===== src/rtl/reset_sequencer.sv =====
// reset_sequencer: clocked generator for an alternating reset waveform.
// After an accepted start it drives rst_out high for L cycles and low for L cycles,
// P times over, then pulses done for one cycle. L and P are latched at start.
//
// Ports:
//   clk        - system clock, rising edge
//   reset      - synchronous active-low reset (0 = reset)
//   start      - request a sequence; only honoured in idle
//   abort      - stop a running sequence without a done pulse
//   hold_len   - phase length in cycles; 0 selects HOLD_CYCLES
//   num_pulses - number of assert/release pairs
//   rst_out    - generated reset, active-high
//   busy       - high while a sequence runs
//   done       - one-cycle pulse on normal completion
//   pulse_cnt  - completed assert/release pairs in the current/last run
module reset_sequencer #(
  parameter int unsigned HOLD_CYCLES = 20,
  parameter int unsigned CNT_W       = 8
) (
  input  logic             clk,
  input  logic             reset,
  input  logic             start,
  input  logic             abort,
  input  logic [CNT_W-1:0] hold_len,
  input  logic [CNT_W-1:0] num_pulses,
  output logic             rst_out,
  output logic             busy,
  output logic             done,
  output logic [CNT_W-1:0] pulse_cnt
);

  typedef enum logic [1:0] {StIdle, StAssert, StRelease, StFinish} state_e;

  state_e           state_q, state_d;
  logic [CNT_W-1:0] len_q, len_d;
  logic [CNT_W-1:0] np_q, np_d;
  logic [CNT_W-1:0] phase_q, phase_d;
  logic [CNT_W-1:0] pcnt_q, pcnt_d;
  logic             rst_out_q, rst_out_d;
  logic             busy_q, busy_d;
  logic             done_q, done_d;

  logic             phase_last;
  logic [CNT_W-1:0] pcnt_inc;

  assign phase_last = (phase_q == len_q - CNT_W'(1));
  // pcnt_q < np_q whenever this is used, so the increment cannot wrap
  assign pcnt_inc   = pcnt_q + CNT_W'(1);

  // Output registers are loaded from the current state, so every output lags the
  // state register by one cycle: start at edge t shows rst_out/busy after edge t+1.
  always_comb begin
    state_d   = state_q;
    len_d     = len_q;
    np_d      = np_q;
    phase_d   = phase_q;
    pcnt_d    = pcnt_q;
    rst_out_d = rst_out_q;
    busy_d    = 1'b0;
    done_d    = 1'b0;

    unique case (state_q)
      StIdle: begin
        if (start) begin
          len_d   = (hold_len == '0) ? CNT_W'(HOLD_CYCLES) : hold_len;
          np_d    = num_pulses;
          pcnt_d  = '0;
          phase_d = '0;
          state_d = (num_pulses != '0) ? StAssert : StFinish;
        end
      end
      StAssert: begin
        rst_out_d = 1'b1;
        busy_d    = 1'b1;
        if (abort) begin
          state_d   = StIdle;
          rst_out_d = 1'b0;
          busy_d    = 1'b0;
        end else if (phase_last) begin
          phase_d = '0;
          state_d = StRelease;
        end else begin
          phase_d = phase_q + CNT_W'(1);
        end
      end
      StRelease: begin
        rst_out_d = 1'b0;
        busy_d    = 1'b1;
        if (abort) begin
          // abort wins over the pair-complete increment on the last cycle
          state_d = StIdle;
          busy_d  = 1'b0;
        end else if (phase_last) begin
          phase_d = '0;
          pcnt_d  = pcnt_inc;
          state_d = (pcnt_inc < np_q) ? StAssert : StFinish;
        end else begin
          phase_d = phase_q + CNT_W'(1);
        end
      end
      StFinish: begin
        rst_out_d = 1'b0;
        done_d    = 1'b1;
        state_d   = StIdle;
      end
      default: state_d = StIdle;
    endcase
  end

  always_ff @(posedge clk) begin
    if (!reset) begin
      state_q   <= StIdle;
      len_q     <= '0;
      np_q      <= '0;
      phase_q   <= '0;
      pcnt_q    <= '0;
      rst_out_q <= 1'b1;
      busy_q    <= 1'b0;
      done_q    <= 1'b0;
    end else begin
      state_q   <= state_d;
      len_q     <= len_d;
      np_q      <= np_d;
      phase_q   <= phase_d;
      pcnt_q    <= pcnt_d;
      rst_out_q <= rst_out_d;
      busy_q    <= busy_d;
      done_q    <= done_d;
    end
  end

  assign rst_out   = rst_out_q;
  assign busy      = busy_q;
  assign done      = done_q;
  assign pulse_cnt = pcnt_q;

endmodule


===== config.mk =====
export PLATFORM = sky130hd
export DESIGN_NAME = reset_sequencer
export DESIGN_NICKNAME = d
export VERILOG_FILES = /design/src/rtl/reset_sequencer.sv
export SDC_FILE = /design/constraint.sdc
export NUM_CORES = 1
export LEC_CHECK = 0
export CAP_MARGIN = 20
export CORE_MARGIN = 2
export CORE_UTILIZATION = 33
export CTS_CLUSTER_SIZE = 16
export DETAILED_ROUTE_END_ITERATION = 7
export GPL_TIMING_DRIVEN = 0
export PLACE_DENSITY = 0.54
export SYNTH_ARGS = -nofsm -noshare
export SYNTH_HDL_FRONTEND = slang
export SYNTH_SLANG_ARGS = --single-unit

===== constraint.sdc =====
create_clock -name clk -period 2.9 [get_ports clk]
set_clock_uncertainty 0.05 [all_clocks]
set_input_delay 0.435 -clock clk [delete_from_list [all_inputs] [get_ports clk]]
set_output_delay 0.435 -clock clk [all_outputs]
set_load 0.1 [all_outputs]

==> impl_metrics.csv, run 1 <==
group,metric,value,unit
power_and_ir_drop,total_power,1.223,mW
layout,n_antenna_cell,0,
power_and_ir_drop,ir_worst_vdd,0.2037,mV
timing,rsz0062_at_grt,"false",
timing,hold_slack,0.4164,ns
timing,setup-tns-final,0,ns
logic_synthesis,synth_area,2218,um2
critical_path,worstPathMaxFanout,6,
critical_path,cp_slowest_stage_delay,1.18,ns
route,routed_via_density,4.984,
timing,timing.final.ws_setup,0.4963,ns
layout,most-common-layout-cells,"50 x nand2_1, 37 x dfxtp_1, 30 x clkdlybuf4s50_1, 16 x a21boi_0",
logic_synthesis,synth_flop_cell,"dfxtp_1",
timing,min_period,2.404,ns
layout,multiInputGateArea,1374,um2
global_routing,antenna_found_initial,0,
critical_path,critPathKind,"reg -> out",
route,via_count,1869,
logic_synthesis,yosysUniqueCellTypes,52,
layout,fillCellCount,663,
timing,setup_violations,0,
logic_synthesis,synth-seq-area-share,0.3339,
cts,cts_setup_buffers,0,
critical_path,startpoint_type,"flip-flop",
floorplan,core-area,6422,um2
layout,syn_to_final_growth,22.22,%
layout,mostFrequentLayoutCell,"nand2_1",
critical_path,path_buf_inv,1,
layout,drive_gt1_frac,0.1007,
placed_design,pre_cts_ws,0.5726,ns
timing,finalHoldViolCount,0,
route,firstDrtPassIters,4,
logic_synthesis,synth_edf_count,0,
route,drc,0,
timing,finalMaxSlewViolations,0,
cts,clockBufferDepth,2,
layout,finish.net_count,331,
global_routing,gr-usage-all-layers,0.1420,
timing,period_share,0.8289,
cts,htreeDepth,2,
run,drv_cap,0,
timing,tightest_slew,0.9689,ns
placed_design,gp_congestion,0.7515,
layout,regArea,740.7,um2
logic_synthesis,synthArstFlopShare,0,
critical_path,cp.arrival,1.92,ns
cts,clock-sinks,37,
cts,cts_tree,"yes",
critical_path,cp_data_required_time,2.41,ns
timing,relSlewSlack,0.3521,
power_and_ir_drop,p_leak,1.035,nW
timing,fmax,416.0,MHz
cts,post_cts_resized,0,
placed_design,dpl.hpwl,3.789,mm
critical_path,crit_family,"buffers and inverters",
floorplan,io_pins,31,
logic_synthesis,syn_inst,260,
min_path,hold_depth,2,
floorplan,start_util,0.3454,
floorplan,rows,29,
outcome,status,"finished clean",
global_routing,grt_max_degree,13,
logic_synthesis,syn_nets,294,
global_routing,gr-total-overflow,0,
critical_path,ff2ff_path_depth,8,
logic_synthesis,ys_ff_latch,37,
cts,postCtsHoldBufs,0,
power_and_ir_drop,power_density,451.2,nW/um2
floorplan,die_width,85.99,um
cts,cts.clk_slew.worst_paths,0.08,ns
cts,cts_buffers,5,
floorplan,die_h,85.99,um
route,drt_iter0_drc,101,
cts,clk_latency,0.29,ns
global_routing,grt_pass1_wl,8.452,mm
global_routing,grt_pass1_vias,1791,
cts,cts_root_buffer,"clkbuf_8",
placed_design,io_buffers,30,
min_path,min_path_type,"reg -> reg",
route,drtAntennaViolNets,0,
route,detail_route.wirelength,4.901,mm
logic_synthesis,synth_warnings,0,
critical_path,path_depth,1,
logic_synthesis,syn_avg_cell_area,8.532,um2
floorplan,dieArea,7394,um2
critical_path,cp_slowest_cell,"clkdlybuf4s50_1",
critical_path,worst_setup_path_end_kind,"primary output",
route,wire_per_inst,13.07,um
critical_path,crit_path_cell_trace,"clkdlybuf4s50_1",
layout,final_core_util,0.4222,
==> cell families (layout without fill, tap and decap cells) <==
family | count (synthesis) | in the layout | share of synthesized area
XOR/XNOR | 15 | 15 | 0.05922
AND/OR/NAND/NOR | 107 | 107 | 0.2561
multiplexers | 2 | 2 | 0.01128
AO/OA/AOI/OAI | 60 | 60 | 0.2138
buffers and inverters | 25 | 63 | 0.04681
flip-flops | 37 | 37 | 0.3339
adder cells (fa/ha/maj) | 14 | 14 | 0.07896
==> cells in the mapped netlist (2+ instances only) <==
cell | count | share of area
nand2_1 | 50 | 0.085
nor2b_1 | 5 | 0.014
nor3b_1 | 4 | 0.014
nor4_1 | 3 | 0.0085
o21ai_0 | 5 | 0.011
or2_2 | 3 | 0.0085
a21boi_0 | 16 | 0.054
a211oi_1 | 5 | 0.017
xnor2_1 | 8 | 0.032
a21oi_1 | 2 | 0.0045
dfxtp_1 | 37 | 0.33
clkbuf_1 | 6 | 0.010
a21o_2 | 3 | 0.012
nor3_2 | 2 | 0.0090
nand3_1 | 8 | 0.018
and2_1 | 4 | 0.011
o221a_2 | 2 | 0.010
a32oi_1 | 3 | 0.012
a22o_1 | 4 | 0.016
inv_1 | 14 | 0.024
buf_2 | 2 | 0.0045
ha_1 | 14 | 0.079
and3_1 | 4 | 0.011
o211ai_1 | 4 | 0.014
nand4_1 | 2 | 0.0056
nor2_1 | 10 | 0.017
xor2_1 | 7 | 0.028
or4_1 | 2 | 0.0068
nand2b_1 | 3 | 0.0085
o21ai_1 | 5 | 0.011
buf_1 | 2 | 0.0034
==> worst register-to-register path, delay by kind of cell (launching register included) <==
family                     cells  cell delay [ns]
DFF                            1             0.38
adders and majority gates      1             0.20
buffers and inverters          1             0.08
xor gates and xnor gates       1             0.19
AOI/OAI and AO/OA              1             0.32
and+or+nand+nor                3             0.71
muxes                          1             0.26
==> state kept, by name, indices dropped and copies added (netlist names) <==
register and flops:
done 1, len_q 8, state_q 2, rst_out 1, busy 1, phase_q 8, np_q 8, pulse_cnt 8
==> where the power goes <==
group          switching, mW  internal (mW)
Sequential            0.0260          0.534
Combinational          0.157          0.120
Clock                  0.194          0.193
Total                  0.376          0.847
==> metrics by stage <==
stage	cells	cell area, um2
2_1_floorplan	260	2218
3_3_place_gp	367	2615
3_5_place_dp	367	2615
4_1_cts	375	2711
5_1_grt	375	2711
6_report	375	2711
==> area by class of cell <==
class,count,share of cell area
sequential,37,0.2732
clock buffer,6,0.03046
timing repair buffer,30,0.1108
multi-input combinational,198,0.5067
buffer,11,0.01892
clock inverter,2,0.005076
inverter,14,0.01938
tap,77,0.03553
==> path summary, 6_finish.rpt <==
kind	start	slack, ns	endpoint
max	pulse_cnt[0]$_SDFFE_PN0P_	0.50	pulse_cnt[0]
max reg2reg	len_q[0]$_SDFFE_PN0P_	0.61	pulse_cnt[0]$_SDFFE_PN0P_
min	np_q[5]$_SDFFE_PN0P_	0.42	np_q[5]$_SDFFE_PN0P_
min reg2reg	np_q[5]$_SDFFE_PN0P_	0.42	np_q[5]$_SDFFE_PN0P_
==> per-layer routing <==
metal	track usage	vias to the layer above	part of all wire
li1	-	990	-
met1	0.1923	856	0.52
met2	0.2311	21	0.45
met3	0.02887	2	0.022
met4	0.03463	0	0.0059
met5	0	-	0
Note: power is estimated with default switching activity, not from simulation.
==> run 2: changes to the inputs <==
==> constraint.sdc (replaced) <==
create_clock -name clk -period 2.45 [get_ports clk]
set_clock_uncertainty 0.05 [all_clocks]
set_input_delay 0.3675 -clock clk [delete_from_list [all_inputs] [get_ports clk]]
set_output_delay 0.3675 -clock clk [all_outputs]
set_load 0.1 [all_outputs]
==> run 2 against run 1 <==
  * Global-route usage grew 0.45 points
  * Via count grew 1.4%
  * Cell area grew 0.42%
  * Sequential power grew 18%
==> impl_metrics.csv, run 2 (synthesis results as in run 1) <==
group,metric,value,unit
layout,multiInputGateArea,1379,um2
critical_path,cp_slowest_cell,"or3b_1",
floorplan,die_h,85.99,um
cts,cts_setup_buffers,0,
power_and_ir_drop,power_density,531.5,nW/um2
min_path,min_path_type,"reg -> reg",
timing,setup_violations,0,
critical_path,cp_slowest_stage_delay,0.39,ns
critical_path,critPathKind,"reg -> reg",
placed_design,gp_congestion,0.7319,
power_and_ir_drop,total_power,1.447,mW
floorplan,die_width,85.99,um
critical_path,startpoint_type,"flip-flop",
cts,cts_buffers,5,
critical_path,worstPathMaxFanout,8,
outcome,status,"finished clean",
timing,period_share,0.9363,
cts,post_cts_resized,0,
timing,finalMaxSlewViolations,0,
timing,setup-tns-final,0,ns
layout,syn_to_final_growth,22.73,%
global_routing,gr-total-overflow,0,
route,routed_via_density,5.053,
placed_design,dp.cells,367,
placed_design,placed_area,2621,um2
placed_design,io_buffers,30,
route,drc,0,
power_and_ir_drop,ir_worst_vdd,0.2481,mV
timing,relSlewSlack,0.3502,
layout,regArea,747.0,um2
cts,cts_tree,"yes",
floorplan,dieArea,7394,um2
critical_path,cp.arrival,2.43,ns
timing,min_period,2.294,ns
critical_path,worst_setup_path_end_kind,"flip-flop",
power_and_ir_drop,p_leak,1.036,nW
floorplan,core-area,6422,um2
timing,fmax,435.9,MHz
floorplan,rows,29,
placed_design,dpl.hpwl,3.866,mm
floorplan,start_util,0.3454,
cts,cts.clk_slew.worst_paths,0.08,ns
global_routing,gr-usage-all-layers,0.1465,
layout,layoutNonFillerInstCount,375,
global_routing,antenna_found_initial,0,
critical_path,crit_family,"simple AND/OR/NAND/NOR gates",
layout,mostFrequentLayoutCell,"nand2_1",
layout,drive_gt1_frac,0.1242,
global_routing,grt_max_degree,13,
cts,clockBufferDepth,2,
timing,finalHoldViolCount,0,
timing,rsz0062_at_grt,"false",
run,drv_cap,0,
route,detail_route.wirelength,5.047,mm
route,drt_iter0_drc,69,
route,wire_per_inst,13.46,um
floorplan,io_pins,31,
global_routing,grt_pass1_wl,8.597,mm
cts,cts_root_buffer,"clkbuf_8",
global_routing,grt_pass1_vias,1831,
cts,postCtsHoldBufs,0,
layout,n_antenna_cell,0,
layout,finalInstanceArea,2723,um2
route,firstDrtPassIters,4,
critical_path,crit_path_cell_trace,"inv_1, ha_2, or3b_1, nor3_2, xnor2_1, nand4_4, o221a_4, mux2_4",
route,via_count,1895,
layout,most-common-layout-cells,"50 x nand2_1, 32 x dfxtp_1, 30 x clkdlybuf4s50_1, 16 x a21boi_0, 14 x inv_1",
layout,fillCellCount,682,
layout,finish.net_count,331,
cts,clk_latency,0.29,ns
route,drtAntennaViolNets,0,
timing,tightest_slew,0.9717,ns
cts,htreeDepth,2,
cts,clock-sinks,37,
critical_path,cp_data_required_time,2.58,ns
critical_path,path_buf_inv,1,
-- run 2: per-stage QoR --
step / worst slack, ns / hold slack (ns) / util
floorplan: 0.05119 / 0.3902 / -
global placement: 0.1318 / 0.4029 / 0.4081
detailed placement: 0.1416 / 0.4067 / 0.4081
CTS: 0.1333 / 0.4181 / 0.4231
global route: 0.008342 / 0.4482 / 0.4239
finish: 0.1561 / 0.4132 / 0.4239
-- run 2: cell type report --
| cell class | instances | share of cell area |
|---|---|---|
| Multi-Input combinational cell | 198 | 0.5064 |
| Sequential cell | 37 | 0.2744 |
| Timing Repair Buffer | 30 | 0.1103 |
| Tap cell | 77 | 0.03539 |
| Clock buffer | 6 | 0.03033 |
| Inverter | 14 | 0.01930 |
| Buffer | 11 | 0.01884 |
| Clock inverter | 2 | 0.005055 |
-- run 2: metal layers --
| layer | up-vias | part of all wire | global-route usage |
|---|---|---|---|
| met5 | - | 0 | 0 |
| met4 | 0 | 0.012 | 0.04329 |
| met3 | 6 | 0.029 | 0.03176 |
| met2 | 34 | 0.46 | 0.2424 |
| met1 | 866 | 0.50 | 0.1908 |
| li1 | 989 | - | - |
-- run 2: final timing paths --
check                              from                   endpoint  slack (ns)  depth (start not counted)
hold / removal     np_q[4]$_SDFFE_PN0P_       np_q[4]$_SDFFE_PN0P_        0.41                          2
setup reg to reg  len_q[0]$_SDFFE_PN0P_  pulse_cnt[0]$_SDFFE_PN0P_        0.16                          8
setup / recovery  len_q[0]$_SDFFE_PN0P_  pulse_cnt[0]$_SDFFE_PN0P_        0.16                          8
hold reg to reg    np_q[4]$_SDFFE_PN0P_       np_q[4]$_SDFFE_PN0P_        0.41                          2
-- run 2: worst register-to-register path: stages (launching register included) --
cell and delay (ns):
dfxtp_1 0.37, inv_1 0.08, ha_2 0.20, or3b_1 0.39
nor3_2 0.14, xnor2_1 0.18, nand4_4 0.17, o221a_4 0.32
mux2_4 0.26
-- run 2: power by group --
part | switching [mW] | internal (mW) | total (mW) | leakage, nW
registers | 0.0310 | 0.632 | 0.663 | 0.304
clock network | 0.227 | 0.228 | 0.455 | 0.0512
logic | 0.186 | 0.143 | 0.329 | 0.681
total | 0.444 | 1.00 | 1.45 | 1.04
==> run 3: changes to the inputs <==
--- a/config.mk
+++ b/config.mk
@@ -10,8 +10,9 @@
 export CORE_UTILIZATION = 33
 export CTS_CLUSTER_SIZE = 16
 export DETAILED_ROUTE_END_ITERATION = 7
+export DONT_BUFFER_PORTS = 1
 export GPL_TIMING_DRIVEN = 0
-export PLACE_DENSITY = 0.54
+export PLACE_DENSITY = 0.48
 export SYNTH_ARGS = -nofsm -noshare
 export SYNTH_HDL_FRONTEND = slang
 export SYNTH_SLANG_ARGS = --single-unit
==> run 3 against run 2 <==
  * Routed wire length is 0.20% lower
  * Total power shrank 4.7%
  * Utilization decreased by 3.6 points
  * Worst hold slack worse by 0.24 ns
  * Register-to-register slack hardly changed
  * Via count is 7.6% lower
  * Sequential power up 3.8%
  * Clock power fell by 5.7%
  * Setup slack got worse by 0.0098 ns
  * Critical path type unchanged
  * Critical endpoint unchanged
==> impl_metrics.csv, run 3 (synthesis results as in run 1) <==
group,metric,value,unit
cts,cts_tree,"yes",
layout,most-common-layout-cells,"49 x nand2_1, 29 x dfxtp_1, 16 x a21boi_0, 14 x inv_1, 12 x ha_1",
min_path,hold_end,"np_q[5]$_SDFFE_PN0P_",
cts,clockBufferDepth,2,
critical_path,crit_path_cell_trace,"inv_1, ha_1, or3b_1, nor3_2, xnor2_1, nand4_4, o221a_4, mux2_4",
critical_path,rrSetupSlack,0.15,ns
timing,period_share,0.9403,
cts,cts_buffers,5,
floorplan,die_width,85.99,um
global_routing,gr-total-overflow,0,
critical_path,cp_slowest_cell,"or3b_1",
critical_path,startpoint_type,"flip-flop",
min_path,worstHoldStart,"num_pulses[5]",
power_and_ir_drop,ir_worst_vdd,0.3742,mV
power_and_ir_drop,power_density,553.2,nW/um2
global_routing,antenna_found_initial,0,
placed_design,io_buffers,0,
layout,syn_to_final_growth,12.35,%
critical_path,cp_data_required_time,2.58,ns
layout,finish.net_count,302,
floorplan,die_h,85.99,um
cts,cts.clk_slew.worst_paths,0.07,ns
min_path,min_path_type,"in -> reg",
power_and_ir_drop,total_power,1.379,mW
timing,tightest_slew,0.9684,ns
run,drv_cap,0,
cts,cts_root_buffer,"clkbuf_8",
layout,mostFrequentLayoutCell,"nand2_1",
route,drt_iter0_drc,53,
critical_path,crit-reg2reg-launch,"len_q[0]$_SDFFE_PN0P_",
placed_design,dpl.hpwl,3.895,mm
critical_path,path_depth,8,
timing,setup_violations,0,
critical_path,ff2ff_path_depth,8,
layout,n_antenna_cell,0,
floorplan,core-area,6422,um2
timing,fmax,434.1,MHz
global_routing,gr-usage-all-layers,0.1455,
route,via_count,1751,
timing,finalHoldViolCount,0,
floorplan,start_util,0.3454,
cts,postCtsHoldBufs,0,
critical_path,critPathKind,"reg -> reg",
cts,clock-sinks,37,
layout,multiInputGateArea,1435,um2
critical_path,crit_family,"simple AND/OR/NAND/NOR gates",
floorplan,dieArea,7394,um2
route,routed_via_density,5.075,
route,firstDrtPassIters,4,
timing,min_period,2.304,ns
critical_path,cp_slowest_stage_delay,0.39,ns
placed_design,gp_congestion,0.7544,
route,drtAntennaViolNets,0,
global_routing,grt_pass1_vias,1725,
outcome,status,"finished clean",
cts,clk_latency,0.29,ns
floorplan,rows,29,
global_routing,grt_pass1_wl,8.535,mm
min_path,hold_depth,2,
power_and_ir_drop,p_leak,0.9244,nW
layout,regArea,763.2,um2
layout,fillCellCount,646,
timing,relSlewSlack,0.3535,
floorplan,io_pins,31,
critical_path,r2r-end,"pulse_cnt[0]$_SDFFE_PN0P_",
route,wire_per_inst,14.60,um
route,detail_route.wirelength,5.037,mm
timing,hold_slack,0.1715,ns
critical_path,worst_setup_path_end_kind,"flip-flop",
route,drc,0,
global_routing,grt_max_degree,11,
cts,htreeDepth,2,
critical_path,worstPathMaxFanout,8,
timing,finalMaxSlewViolations,0,
layout,drive_gt1_frac,0.1716,
critical_path,cp.arrival,2.43,ns
critical_path,path_buf_inv,1,
[run 3: metal layers]
metal  share of wire  GRT usage  vias to the layer above
met5               0          0                        -
met2            0.43     0.2185                       26
met4          0.0095    0.04329                        0
met1            0.52     0.2008                      790
met3           0.045    0.04331                        5
li1                -          -                      930
[run 3: layout make-up]
| type | count | area share |
|---|---|---|
| plain buffers | 11 | 0.02058 |
| repair buffers | 1 | 0.003012 |
| multi-input cells | 198 | 0.5758 |
| clock buffers | 7 | 0.03464 |
| well taps | 77 | 0.03865 |
| inverters | 14 | 0.02108 |
| flip-flops and latches | 37 | 0.3062 |
[run 3: worst reg2reg max path, stage by stage, from the launching register on]
cell	delay [ns]
dfxtp_1	0.37
inv_1	0.08
ha_1	0.20
or3b_1	0.40
nor3_2	0.14
xnor2_1	0.19
nand4_4	0.18
o221a_4	0.32
mux2_4	0.26
[run 3: power breakdown]
group	leakage [nW]	total (mW)	internal (mW)	switching, mW
Clock	0.0443	0.429	0.223	0.206
Combinational	0.573	0.262	0.112	0.150
Sequential	0.307	0.688	0.627	0.0602
[run 3: worst max path at each step]
| stage | start | end |
|---|---|---|
| after floorplan | pulse_cnt[5]$_SDFFE_PN0P_ | state_q[1]$_SDFFE_PN0P_ |
| after global placement | pulse_cnt[0]$_SDFFE_PN0P_ | state_q[1]$_SDFFE_PN0P_ |
| after detailed placement | pulse_cnt[2]$_SDFFE_PN0P_ | state_q[1]$_SDFFE_PN0P_ |
| after CTS | pulse_cnt[0]$_SDFFE_PN0P_ | state_q[1]$_SDFFE_PN0P_ |
| after global routing | pulse_cnt[0]$_SDFFE_PN0P_ | state_q[1]$_SDFFE_PN0P_ |
| final | len_q[0]$_SDFFE_PN0P_ | pulse_cnt[0]$_SDFFE_PN0P_ |
[run 3: what timing repair did]
| action | 4_1_cts | 5_1_grt |
|---|---|---|
| resized for setup | 9 | 11 |
| endpoints found under the setup margin | 1 | 2 |
| setup buffers | 0 | 1 |
| pin swaps | 2 | 4 |
| endpoints found under the hold margin | 0 | 0 |
[run 3: per-stage QoR]
stage / TNS, ns / setup slack (ns) / cells / instance area [um2] / utilization
after detailed placement: -0.1970 / -0.1970 / 337 / 2321 / 0.3614
after global placement: -0.2327 / -0.2327 / 337 / 2321 / 0.3614
after floorplan: 0 / 0.05119 / 260 / 2225 / -
after CTS: 0 / 0.01332 / 344 / 2430 / 0.3783
final: 0 / 0.1463 / 345 / 2492 / 0.3881
after global routing: -0.002116 / -0.002116 / 345 / 2492 / 0.3881
